<file path="config.mk">
export PLATFORM = sky130hd
export DESIGN_NAME = unidade_controle_jogada_flat
export DESIGN_NICKNAME = d
export VERILOG_FILES = /design/src/rtl/unidade_controle_jogada_if.sv /design/src/rtl/unidade_controle_jogada.sv /design/src/flat_wrapper.sv
export SDC_FILE = /design/constraint.sdc
export NUM_CORES = 1
export LEC_CHECK = 0
export CAP_MARGIN = 20
export CORE_MARGIN = 2
export CORE_UTILIZATION = 38
export CTS_BUF_LIST = sky130_fd_sc_hd__clkbuf_2 sky130_fd_sc_hd__clkbuf_4 sky130_fd_sc_hd__clkbuf_8
export CTS_CLUSTER_SIZE = 8
export DETAILED_ROUTE_END_ITERATION = 8
export HOLD_SLACK_MARGIN = 0.02
export PLACE_DENSITY = 0.56
export SLEW_MARGIN = 20
export SYNTH_ARGS = -nofsm -noshare
export SYNTH_HDL_FRONTEND = slang
export SYNTH_SLANG_ARGS = --single-unit
</file>
<file path="constraint.sdc">
create_clock -name clock -period 2.1 [get_ports clock]
set_input_delay 0.525 -clock clock [delete_from_list [all_inputs] [get_ports clock]]
set_output_delay 0.525 -clock clock [all_outputs]
set_load 0.005 [all_outputs]
</file>
<file path="src/rtl/unidade_controle_jogada_if.sv">
// Control/status bundle between the move-sequencing FSM and the game datapath.
// The master side is the controller; the slave side is the datapath (or top level).
interface unidade_controle_jogada_if;
    logic       jogar;
    logic       tem_jogada;
    logic       macro_livre;
    logic       fim_jogo;
    logic       zeraEdge;
    logic       zeraR_macro;
    logic       zeraR_micro;
    logic       registraR_macro;
    logic       registraR_micro;
    logic       vez;
    logic       pronto;
    logic       timeout;
    logic [3:0] db_estado;

    modport master (
        input  jogar, tem_jogada, macro_livre, fim_jogo,
        output zeraEdge, zeraR_macro, zeraR_micro, registraR_macro, registraR_micro,
        output vez, pronto, timeout, db_estado
    );

    modport slave (
        output jogar, tem_jogada, macro_livre, fim_jogo,
        input  zeraEdge, zeraR_macro, zeraR_micro, registraR_macro, registraR_micro,
        input  vez, pronto, timeout, db_estado
    );
endinterface

</file>
<file path="src/rtl/unidade_controle_jogada.sv">
// Moore FSM sequencing one move (macro choice, then micro choice), with per-wait-state
// timeout that forfeits the move and hands the turn to the other player.
module unidade_controle_jogada #(
    parameter int unsigned TIMEOUT_CICLOS = 5000,
    parameter int unsigned CW             = 13
) (
    input  logic                          clock,
    input  logic                          reset,
    unidade_controle_jogada_if.master     bus
);

    typedef enum logic [3:0] {
        INICIAL        = 4'h0,
        PREPARACAO     = 4'h1,
        ESPERA_MACRO   = 4'h2,
        REGISTRA_MACRO = 4'h3,
        VALIDA_MACRO   = 4'h4,
        ESPERA_MICRO   = 4'h5,
        REGISTRA_MICRO = 4'h6,
        VERIFICA       = 4'h7,
        TROCA_JOGADOR  = 4'h8,
        FIM            = 4'hF
    } estado_t;

    localparam logic [CW-1:0] CNT_ULTIMO = CW'(TIMEOUT_CICLOS - 1);

    estado_t       estado_q, estado_d;
    logic          vez_q, vez_d;
    logic          timeout_q, timeout_d;
    logic [CW-1:0] cnt_q, cnt_d;

    logic zeraEdge_q;
    logic zeraR_macro_q;
    logic zeraR_micro_q;
    logic registraR_macro_q;
    logic registraR_micro_q;
    logic pronto_q;

    // vez/timeout changes are applied on the transition into the state that owns them,
    // so they are visible from that state's first cycle like the decoded outputs.
    always_comb begin
        estado_d  = estado_q;
        vez_d     = vez_q;
        timeout_d = timeout_q;
        cnt_d     = cnt_q;

        unique case (estado_q)
            INICIAL, FIM: begin
                if (bus.jogar) begin
                    estado_d  = PREPARACAO;
                    vez_d     = 1'b0;
                    timeout_d = 1'b0;
                    cnt_d     = '0;
                end
            end

            PREPARACAO: begin
                estado_d = ESPERA_MACRO;
                cnt_d    = '0;
            end

            ESPERA_MACRO, ESPERA_MICRO: begin
                if (bus.tem_jogada) begin
                    estado_d = (estado_q == ESPERA_MACRO) ? REGISTRA_MACRO : REGISTRA_MICRO;
                    cnt_d    = '0;
                end else if (cnt_q == CNT_ULTIMO) begin
                    estado_d  = TROCA_JOGADOR;
                    vez_d     = ~vez_q;
                    timeout_d = 1'b1;
                    cnt_d     = '0;
                end else begin
                    cnt_d = cnt_q + CW'(1);
                end
            end

            REGISTRA_MACRO: begin
                estado_d = VALIDA_MACRO;
                cnt_d    = '0;
            end

            VALIDA_MACRO: begin
                estado_d = bus.macro_livre ? ESPERA_MICRO : ESPERA_MACRO;
                cnt_d    = '0;
            end

            REGISTRA_MICRO: begin
                estado_d = VERIFICA;
            end

            VERIFICA: begin
                timeout_d = 1'b0;
                if (bus.fim_jogo) begin
                    estado_d = FIM;
                end else begin
                    estado_d = TROCA_JOGADOR;
                    vez_d    = ~vez_q;
                end
            end

            TROCA_JOGADOR: begin
                estado_d = ESPERA_MACRO;
                cnt_d    = '0;
            end

            default: begin
                estado_d = INICIAL;
            end
        endcase
    end

    always_ff @(posedge clock or negedge reset) begin
        if (!reset) begin
            estado_q          <= INICIAL;
            vez_q             <= 1'b0;
            timeout_q         <= 1'b0;
            cnt_q             <= '0;
            zeraEdge_q        <= 1'b0;
            zeraR_macro_q     <= 1'b0;
            zeraR_micro_q     <= 1'b0;
            registraR_macro_q <= 1'b0;
            registraR_micro_q <= 1'b0;
            pronto_q          <= 1'b0;
        end else begin
            estado_q          <= estado_d;
            vez_q             <= vez_d;
            timeout_q         <= timeout_d;
            cnt_q             <= cnt_d;
            zeraEdge_q        <= (estado_d == PREPARACAO) || (estado_d == TROCA_JOGADOR);
            zeraR_macro_q     <= (estado_d == PREPARACAO);
            zeraR_micro_q     <= (estado_d == PREPARACAO);
            registraR_macro_q <= (estado_d == REGISTRA_MACRO);
            registraR_micro_q <= (estado_d == REGISTRA_MICRO);
            pronto_q          <= (estado_d == FIM);
        end
    end

    assign bus.zeraEdge        = zeraEdge_q;
    assign bus.zeraR_macro     = zeraR_macro_q;
    assign bus.zeraR_micro     = zeraR_micro_q;
    assign bus.registraR_macro = registraR_macro_q;
    assign bus.registraR_micro = registraR_micro_q;
    assign bus.vez             = vez_q;
    assign bus.pronto          = pronto_q;
    assign bus.timeout         = timeout_q;
    assign bus.db_estado       = estado_q;

endmodule
</file>
<file path="src/flat_wrapper.sv">
// flat-port wrapper written by rule: the top's interface ports become plain ports
module unidade_controle_jogada_flat 
#(
    parameter int unsigned TIMEOUT_CICLOS = 5000,
    parameter int unsigned CW             = 13
)
  (clock, reset, bus_jogar, bus_tem_jogada, bus_macro_livre, bus_fim_jogo, bus_zeraEdge, bus_zeraR_macro, bus_zeraR_micro, bus_registraR_macro, bus_registraR_micro, bus_vez, bus_pronto, bus_timeout, bus_db_estado);
  unidade_controle_jogada_if bus_i ();
  input  logic clock;
  input  logic reset;
  input wire logic [$bits(bus_i.jogar)-1:0] bus_jogar;
  input wire logic [$bits(bus_i.tem_jogada)-1:0] bus_tem_jogada;
  input wire logic [$bits(bus_i.macro_livre)-1:0] bus_macro_livre;
  input wire logic [$bits(bus_i.fim_jogo)-1:0] bus_fim_jogo;
  output wire logic [$bits(bus_i.zeraEdge)-1:0] bus_zeraEdge;
  output wire logic [$bits(bus_i.zeraR_macro)-1:0] bus_zeraR_macro;
  output wire logic [$bits(bus_i.zeraR_micro)-1:0] bus_zeraR_micro;
  output wire logic [$bits(bus_i.registraR_macro)-1:0] bus_registraR_macro;
  output wire logic [$bits(bus_i.registraR_micro)-1:0] bus_registraR_micro;
  output wire logic [$bits(bus_i.vez)-1:0] bus_vez;
  output wire logic [$bits(bus_i.pronto)-1:0] bus_pronto;
  output wire logic [$bits(bus_i.timeout)-1:0] bus_timeout;
  output wire logic [$bits(bus_i.db_estado)-1:0] bus_db_estado;
  assign bus_i.jogar = bus_jogar;
  assign bus_i.tem_jogada = bus_tem_jogada;
  assign bus_i.macro_livre = bus_macro_livre;
  assign bus_i.fim_jogo = bus_fim_jogo;
  assign bus_zeraEdge = bus_i.zeraEdge;
  assign bus_zeraR_macro = bus_i.zeraR_macro;
  assign bus_zeraR_micro = bus_i.zeraR_micro;
  assign bus_registraR_macro = bus_i.registraR_macro;
  assign bus_registraR_micro = bus_i.registraR_micro;
  assign bus_vez = bus_i.vez;
  assign bus_pronto = bus_i.pronto;
  assign bus_timeout = bus_i.timeout;
  assign bus_db_estado = bus_i.db_estado;
  unidade_controle_jogada #(.TIMEOUT_CICLOS(TIMEOUT_CICLOS), .CW(CW)) u_core (.clock(clock), .reset(reset), .bus(bus_i));
endmodule
</file>
==> summary.md, run 1 <==
| Metric | Value |
|---|---|
| Status | completed |
| Dpl hpwl | 2647 um |
| DRC | 0 |
| Type of origin of the critical path | flop |
| RSZ-0062 raised after global routing | no |
| Ant diodes | 0 |
| Post-Syn Area per Cell | 8.836 sq um |
| CP Cell Sequence | buf_4, clkdlybuf4s50_1 |
| Root Driver | clkbuf_8 |
| Synth async-reset ratio | 1.000 |
| Crit path time final | 2.022 ns |
| Total clock sinks | 24 |
| Syn_nets | 168 |
| Largest net degree at the start of global routing | 25 |
| Worst-Margin Slew | 0.4094 ns |
| FF-to-FF setup slack | 0.15 ns |
| CTS Buf Count | 3 |
| #FFs+latches synth | 24 |
| Slowest-stage cell, CP | clkdlybuf4s50_1 |
| Initial antenna violation count | 0 |
| Slowest stage delay, CP | 0.52 ns |
| Post-detailed-route count of antenna-violating nets | 0 |
| DR pass1 iterations | 4 |
| Hold Path Class | flop to flop |
| CP Capture Type | primary output |
| DP Area | 1844 sq um |
| GRT Resource Usage Total | 0.1758 |
| Fin util | 0.5272 |
| Main synth FF type | dfrtp_1 |
| Vias per Instance | 5.480 |
| Wire per inst | 13.35 um |
| Fin crit share | 0.9630 |
| Number of flops mapped to enable cells by yosys | 0 |
| First-pass GRT wire length | 5816 um |
| Critical Path AT | 1.50 ns |
| Slew Limit Fails | 0 |
| Post-Syn Area | 1423 sq um |
| Total congestion overflow | 0 |
| Fillers | 371 |
| I/O Buffers | 17 |
| Max_cap viols | 0 |
| Worst skew pair latency | 0.26 ns |
| CP max FO | 13 |
| Yosys warns | 0 |
| Crit Path Category | flop to primary output |
| PD cells | 1131 nW/um^2 |
| Worst IR Drop VDD | 0.0004656 V |
| Most frequent cells in the layout | 33 x buf_4, 24 x dfrtp_1, 17 x nand2_1 |
| Die X | 65.19 um |
| Gate Count Post-Synth | 161 |
| Layout cells sized above 1 | 0.2039 |
| Area delta synth->final | 34.65% |
| H-tree depth | 1 |
| Starting Density | 0.3915 |
| Vias in the first global route | 1322 |
| Final setup fails | 0 |
| Pwr Total | 2.166 mW |
| Die area | 4249 sq um |
| Die H | 65.19 um |
| Worst Clk Skew | 0.002955 ns |
| Worst setup margin | 0.07773 ns |
| Seq/Total Area, Yosys | 0.4222 |
| CORE AREA | 3633 sq um |
| Post-cts hold buffer count | 0 |
| Clk slew on worst S/H paths | 0.08 ns |
| Final #Nets | 214 |
| Dpl ws | -0.3538 ns |
| Synth unique cells | 48 |
| Commonest non-fill, non-tap cell in the layout | buf_4 |
| Floorplan row count | 22 |
| Gpl congestion | 0.8055 |
| Final Hold Viols | 0 |
| Initial DRC Count | 71 |
| Final Cell Area | 1916 sq um |
| Vias after detailed routing | 1392 |
| Setup TNS | 0 ns |
| Leakage | 0.8481 nW |
| CTS tree | yes |
| Post-Route WL | 3392 um |
| Worst slew margin | 0.7234 |
| F_max | 494.5 MHz |
| CP Data Required Time | 1.57 ns |
| Ports | 18 |
| Worst-case clock buffer depth | 2 |
stage by stage:
step | instances | hold WS, ns
global route | 254 | 0.5327
detailed placement | 249 | 0.4811
floorplan | 161 | 0.2294
finish | 254 | 0.5015
global placement | 249 | 0.4799
CTS | 253 | 0.5131
worst max-delay path, delay by kind of cell (launching register included):
family	cells	cell delay, ns
DFF	1	0.49
buffers and inverters	2	0.75
sequential cells by signal, indices dropped and copies added (netlist names):
name,count
u_core.bus.db_estado,4
u_core.bus.pronto,1
u_core.bus.registraR_macro,1
u_core.bus.registraR_micro,1
u_core.bus.timeout,1
u_core.bus.vez,1
u_core.bus.zeraEdge,1
u_core.bus.zeraR_macro,1
u_core.cnt_q,13
final timing paths:
kind | cells after the start | to | from
max | 2 | bus_db_estado[1] | u_core.bus.db_estado[1]
min | 1 | u_core.bus.timeout | u_core.bus.timeout
max reg2reg | 5 | u_core.bus.vez | u_core.bus.db_estado[3]
min reg2reg | 1 | u_core.bus.timeout | u_core.bus.timeout
max in group asynchronous | 2 | u_core.cnt_q[4] | reset
min in group asynchronous | 2 | u_core.cnt_q[2] | reset
synth_stat cells, types with 2 or more instances:
library cell  number  area share
a211oi_1           2       0.011
a21oi_1           13       0.046
a22o_1             2       0.012
a31oi_1            3       0.013
and2_1             6       0.026
and3_1             4       0.018
and4_1             2       0.012
buf_2              3       0.011
clkbuf_1           4       0.011
dfrtp_1           24        0.42
inv_1              5       0.013
nand2_1           17       0.045
nand3_1            6       0.021
nand4_1            6       0.026
nor2_1            11       0.029
nor2b_1            2      0.0088
nor4b_1            2       0.012
o21ai_0            8       0.028
o21ai_1            3       0.011
o21bai_1           2       0.011
o2bb2ai_1          3       0.018
o31ai_1            3       0.016
or2_1              2      0.0088
or3_1              2      0.0088
or4_1              3       0.016
cell families after synthesis:
family                   count (synthesis)  synth area share
XOR/XNOR                                 1          0.006158
flip-flops                              24            0.4222
buffers and inverters                   14           0.04749
AND/OR/NAND/NOR                         74            0.2973
multiplexers                             2           0.01583
AO/OA/AOI/OAI                           45            0.2023
adder cells (fa/ha/maj)                  1          0.008794
report_power, final:
part           leakage [nW]  switching [mW]  internal (mW)
clock                0.0288           0.138          0.167
sequential            0.326          0.0801          0.543
combinational         0.493           0.589          0.650
total                 0.848           0.807           1.36
timing repair:
action                     in CTS  in global routing
setup endpoints to repair       5                  1
gates cloned                    0                  0
buffers inserted                0                  1
gates resized for setup         3                  1
per-layer routing:
| metal | up-vias | routed length [um] | GRT usage |
|---|---|---|---|
| li1 | 685 | - | - |
| met1 | 682 | 1517 | 0.2178 |
| met2 | 19 | 1744 | 0.3112 |
| met3 | 6 | 82 | 0.02568 |
| met4 | 0 | 48 | 0.05990 |
| met5 | - | 0 | 0 |
layout make-up:
class                      instances  area, sq um  share of cell area
tap                               48        60.06             0.03135
clock buffer                       4        55.05             0.02874
inverter                           5        18.77            0.009798
sequential                        24        600.6              0.3135
multi-input combinational        123        764.5              0.3991
timing repair buffer              50        416.7              0.2175
No activity file was read; power rests on OpenSTA's default activity.
==> inputs of run 2 (changes only) <==
--- a/config.mk
+++ b/config.mk
@@ -10,5 +10,4 @@
 export CORE_UTILIZATION = 38
 export CTS_BUF_LIST = sky130_fd_sc_hd__clkbuf_2 sky130_fd_sc_hd__clkbuf_4 sky130_fd_sc_hd__clkbuf_8
-export CTS_CLUSTER_SIZE = 8
 export DETAILED_ROUTE_END_ITERATION = 8
 export HOLD_SLACK_MARGIN = 0.02
==> constraint.sdc (replaced) <==
create_clock -name clock -period 2.1 [get_ports clock]
set_input_delay 0.63 -clock clock [delete_from_list [all_inputs] [get_ports clock]]
set_output_delay 0.63 -clock clock [all_outputs]
set_load 0.005 [all_outputs]
==> summary.md, run 2 (synthesis results as in run 1) <==
| Metric | Value |
|---|---|
| Clk slew on worst S/H paths | 0.08 ns (about the same) |
| Max_cap viols | 0 (unchanged) |
| Vias in the first global route | 1322 (unchanged) |
| Commonest non-fill, non-tap cell in the layout | buf_4 |
| Final #Nets | 213 (-0.47%) |
| Max reg flops | 13 (unchanged) |
| Setup Fix Bufs, Post-CTS | 0 (unchanged) |
| PD cells | 1138 nW/um^2 (+0.64%) |
| Post-cts hold buffer count | 0 (unchanged) |
| CTS Buf Count | 3 (unchanged) |
| Worst slew margin | 0.7266 (+0.003190) |
| Root Driver | clkbuf_8 |
| Wire per inst | 13.47 um (+0.84%) |
| Final Hold Viols | 0 (unchanged) |
| Register area | 603.1 sq um (+0.42%) |
| Gpl congestion | 0.8055 (unchanged) |
| CORE AREA | 3633 sq um (unchanged) |
| GRT Resource Usage Total | 0.1758 (unchanged) |
| Critical Path AT | 1.40 ns (-0.10 ns) |
| Fin crit share | 0.9658 (+0.002857) |
| Post-detailed-route count of antenna-violating nets | 0 (unchanged) |
| Worst IR Drop VDD | 0.0004773 V (+2.5%) |
| CP Data Required Time | 1.47 ns (-0.10 ns) |
| Post-Route WL | 3407 um (+0.44%) |
| CTS tree | yes |
| First-pass GRT wire length | 5816 um (unchanged) |
| Final setup fails | 0 (unchanged) |
| Largest Register | u_core.cnt_q |
| F_max | 493.0 MHz (-0.30%) |
| Clk pwr share | 0.139 (-0.002) |
| DR pass1 iterations | 4 (unchanged) |
| FF-to-FF setup slack | 0.10 ns (-0.05 ns) |
| Final Cell Area | 1929 sq um (+0.72%) |
| Starting Density | 0.3915 (unchanged) |
| Total clock sinks | 24 (unchanged) |
| Vias per Instance | 5.435 (-0.83%) |
| Initial DRC Count | 68 (-4.2%) |
| Total congestion overflow | 0 (unchanged) |
| H-tree depth | 1 (unchanged) |
| Largest net degree at the start of global routing | 25 (unchanged) |
| Area delta synth->final | 35.62% |
| Layout cells sized above 1 | 0.2244 (+0.02051) |
| Switching Share | 0.3732 (+0.0007232) |
| Die area | 4249 sq um (unchanged) |
| Non-Filler Instances | 253 (-0.39%) |
| Multi-input gate area | 779.5 sq um (+2.0%) |
| Fillers | 368 (-0.81%) |
| Leakage | 0.8411 nW (-0.82%) |
| WHS | 0.5015 ns (+0.00001600 ns) |
| Worst-case clock buffer depth | 2 (unchanged) |
| CP max FO | 13 (unchanged) |
| Worst Clk Skew | 0.002876 ns (-0.00007908 ns) |
| Status | completed |
| Die X | 65.19 um (unchanged) |
| Slew Limit Fails | 0 (unchanged) |
| Floorplan row count | 22 (unchanged) |
| Crit path time final | 2.028 ns (+0.005999 ns) |
| Dpl hpwl | 2647 um (unchanged) |
| Sequential Power Share | 0.287 (about the same) |
| RSZ-0062 raised after global routing | no |
| Sw power | 0.8195 mW (+1.6%) |
| DP Area | 1844 sq um (unchanged) |
| Initial antenna violation count | 0 (unchanged) |
| Worst skew pair latency | 0.26 ns (about the same) |
| Cells after DPL | 249 (unchanged) |
| Crit Path Category | flop to primary output |
| I/O Buffers | 17 (unchanged) |
| DRC | 0 (unchanged) |
| Worst-Margin Slew | 0.4045 ns (-0.004902 ns) |
| Ant diodes | 0 (unchanged) |
| Internal | 1.376 mW (+1.2%) |
| Hold Path Class | flop to flop |
| Die H | 65.19 um (unchanged) |
| Vias after detailed routing | 1375 (-1.2%) |
| CP Capture Type | primary output |
| Most frequent cells in the layout | 31 x buf_4, 22 x dfrtp_1, 17 x nand2_1 |
| Ports | 18 (unchanged) |
| Comb power frac | 0.574 (+0.002) |
| Type of origin of the critical path | flop |
-- run 2: cell types whose count changed in the layout (fill, tap and decap cells not counted) --
cell	before	now
a311oi_1	1	0
a311oi_2	0	1
buf_4	33	31
buf_6	0	1
dfrtp_1	24	22
dfrtp_2	0	2
ha_1	1	0
ha_2	0	1
nor4bb_1	1	0
nor4bb_2	0	1
-- run 2: what timing repair did --
item,CTS,global route
hold endpoints to repair,0,0
resized for setup,4,6
endpoints found under the setup margin,12,4
pin swaps,0,1
-- run 2: through the flow --
step                setup TNS, ns  utilization  power (mW)  setup WS, ns
floorplan                       0            -       1.260        0.2036
global placement           -4.307       0.5076       1.818       -0.4072
detailed placement         -4.901       0.5076       1.840       -0.4588
CTS                             0       0.5241       2.179       0.02521
global route                    0       0.5310       2.366      0.003077
finish                          0       0.5310       2.196       0.07173
-- run 2: worst paths after layout --
check	startpoint	end	depth (start not counted)
setup / recovery	u_core.bus.db_estado[1]	bus_db_estado[1]	2
hold / removal	u_core.bus.timeout	u_core.bus.timeout	1
setup reg to reg	u_core.bus.db_estado[3]	u_core.bus.vez	5
hold reg to reg	u_core.bus.timeout	u_core.bus.timeout	1
max in group asynchronous	reset	u_core.bus.db_estado[1]	2
min in group asynchronous	reset	u_core.cnt_q[2]	2
-- run 2: worst max-delay path, cell delays in order, from the launching register on --
cell             delay [ns]
dfrtp_2                0.46
buf_6                  0.17
clkdlybuf4s50_1        0.51
-- run 2: routing by layer --
| layer | up-vias | part of all wire | GRT usage |
|---|---|---|---|
| met5 | - | 0 | 0 |
| met4 | 0 | 0.013 | 0.05990 |
| met3 | 4 | 0.023 | 0.02568 |
| met2 | 19 | 0.52 | 0.3112 |
| met1 | 669 | 0.45 | 0.2178 |
| li1 | 683 | - | - |
-- run 2: layout make-up --
| class | instances | area share |
|---|---|---|
| Sequential cell | 24 | 0.3126 |
| Tap cell | 48 | 0.03113 |
| Inverter | 5 | 0.009728 |
| Timing Repair Buffer | 49 | 0.2140 |
| Clock buffer | 4 | 0.02853 |
| Multi-Input combinational cell | 123 | 0.4040 |
-- run 2: power groups by stage --
stage / Combinational [mW] / Sequential (mW) / Clock [mW]
floorplan: 0.634 / 0.627 / 0
global placement: 1.19 / 0.627 / 0
detailed placement: 1.21 / 0.631 / 0
CTS: 1.23 / 0.626 / 0.320
global route: 1.38 / 0.645 / 0.346
finish: 1.26 / 0.631 / 0.305
==> inputs of run 3 (changes only) <==
CORE_MARGIN = 10   (was 2)
==> summary.md, run 3 (synthesis results as in run 1) <==
| Metric | Value |
|---|---|
| Status | completed |
| Wire per inst | 15.38 um (+14%) |
| Floorplan row count | 22 (unchanged) |
| Dpl hpwl | 2890 um (+9.2%) |
| Root Driver | clkbuf_8 |
| I/O Buffers | 17 (unchanged) |
| Final setup fails | 0 (unchanged) |
| Worst IR Drop VDD | 0.0005644 V (+18%) |
| GRT Resource Usage Total | 0.1180 (-0.05782) |
| Most frequent cells in the layout | 27 x buf_4, 22 x dfrtp_1, 17 x nand2_1 |
| Starting Density | 0.3915 (unchanged) |
| Gpl congestion | 0.8733 (+8.4%) |
| Hold Path Class | flop to flop |
| CTS Buf Count | 3 (unchanged) |
| Total clock sinks | 24 (unchanged) |
| Crit Path Category | flop to primary output |
| F_max | 490.0 MHz (-0.62%) |
| Initial DRC Count | 102 (+50%) |
| Final Hold Viols | 0 (unchanged) |
| Multi-input gate area | 783.3 sq um (+0.48%) |
| Ports | 18 (unchanged) |
| DR pass1 iterations | 4 (unchanged) |
| PD cells | 1140 nW/um^2 (+0.20%) |
| Die H | 81.19 um (+25%) |
| Slew Limit Fails | 0 (unchanged) |
| Final Cell Area | 1881 sq um (-2.5%) |
| Post-Route WL | 3800 um (+12%) |
| Fillers | 363 (-1.4%) |
| Worst-case clock buffer depth | 2 (unchanged) |
| Type of origin of the critical path | flop |
| DP Area | 1799 sq um (-2.4%) |
| CP Capture Type | primary output |
| Largest Register | u_core.cnt_q |
| Ant diodes | 0 (unchanged) |
| Cells after DPL | 243 (-2.4%) |
| Vias per Instance | 5.530 (+1.8%) |
| Max_cap viols | 0 (unchanged) |
| CTS tree | yes |
| Leakage | 0.8186 nW (-2.7%) |
| Total congestion overflow | 0 (unchanged) |
| Crit path time final | 2.041 ns (+0.01266 ns) |
| Worst skew pair latency | 0.26 ns (about the same) |
| CP max FO | 14 (+1) |
| DRC | 0 (unchanged) |
| Initial antenna violation count | 0 (unchanged) |
| First-pass GRT wire length | 6244 um (+7.4%) |
| H-tree depth | 1 (unchanged) |
| CP Data Required Time | 1.47 ns (about the same) |
| Die area | 6591 sq um (+55%) |
| Vias after detailed routing | 1366 (-0.65%) |
| Critical Path AT | 1.41 ns (about the same) |
| Worst Clk Skew | 0.001660 ns (-0.001216 ns) |
| Area delta synth->final | 32.19% |
| Final #Nets | 208 (-2.3%) |
| Commonest non-fill, non-tap cell in the layout | buf_4 |
| Worst-Margin Slew | 0.3786 ns (-0.02592 ns) |
| Post-detailed-route count of antenna-violating nets | 0 (unchanged) |
| Largest net degree at the start of global routing | 25 (unchanged) |
| Vias in the first global route | 1398 (+5.7%) |
| Register area | 603.1 sq um (unchanged) |
| Max reg flops | 13 (unchanged) |
| CORE AREA | 3633 sq um (unchanged) |
| Clk slew on worst S/H paths | 0.08 ns (about the same) |
| Layout cells sized above 1 | 0.2010 (-0.02339) |
| Non-Filler Instances | 247 (-2.4%) |
| Fin crit share | 0.9719 (+0.006029) |
| Worst slew margin | 0.7440 (+0.01745) |
| Die X | 81.19 um (+25%) |
run 3: cell types whose count changed in the layout (fill, tap and decap cells not counted), sizes merged:
| cell | before | now |
|---|---|---|
| dlymetal6s2s | 0 | 1 |
| clkdlybuf4s50 | 16 | 15 |
| clkbuf | 4 | 3 |
| buf | 32 | 27 |
run 3: timing repair:
item	CTS	global route
hold buffers	0	0
cloned	0	0
setup buffers	0	1
resized for setup	5	5
hold endpoints to repair	0	0
endpoints found under the setup margin	8	12
run 3: final timing paths:
check	startpoint	to	slack, ns	depth (start not counted)
max reg2reg	u_core.bus.db_estado[3]	u_core.cnt_q[11]	0.13	7
min reg2reg	u_core.bus.timeout	u_core.bus.timeout	0.50	1
min in group asynchronous	reset	u_core.cnt_q[7]	0.73	2
min	u_core.bus.timeout	u_core.bus.timeout	0.50	1
max	u_core.bus.db_estado[1]	bus_db_estado[1]	0.06	2
max in group asynchronous	reset	u_core.bus.db_estado[1]	1.11	2
run 3: metrics by stage:
step / util / power [mW] / setup WS, ns / TNS [ns] / hold WS (ns)
after global placement: 0.4952 / 1.785 / -0.3545 / -3.674 / 0.4975
final: 0.5176 / 2.145 / 0.05907 / 0 / 0.5045
after CTS: 0.5096 / 2.112 / 0.009529 / 0 / 0.5073
after floorplan: - / 1.260 / 0.2036 / 0 / 0.3344
after detailed placement: 0.4952 / 1.807 / -0.4110 / -4.106 / 0.4877
after global routing: 0.5176 / 2.309 / -0.002429 / -0.002429 / 0.5434
run 3: critical path, stage by stage (launching register included):
cell,delay (ns)
dfrtp_2,0.41
buf_4,0.21
clkdlybuf4s50_1,0.53
run 3: per-layer routing:
metal | track usage | share of wire | vias to the layer above | wire (um)
li1 | - | - | 670 | -
met1 | 0.1249 | 0.41 | 655 | 1573
met2 | 0.2197 | 0.52 | 37 | 1983
met3 | 0.03091 | 0.056 | 4 | 211
met4 | 0.04152 | 0.0082 | 0 | 31
met5 | 0 | 0 | - | 0
run 3: power by group:
part | leakage [nW] | switching [mW] | internal (mW)
sequential | 0.324 | 0.0748 | 0.547
combinational | 0.473 | 0.619 | 0.634
clock | 0.0216 | 0.142 | 0.128
run 3: area by class of cell:
class	instances	area share
Timing Repair Buffer	44	0.1989
Multi-Input combinational cell	123	0.4165
Clock buffer	3	0.02196
Sequential cell	24	0.3207
Inverter	5	0.009980
Tap cell	48	0.03194
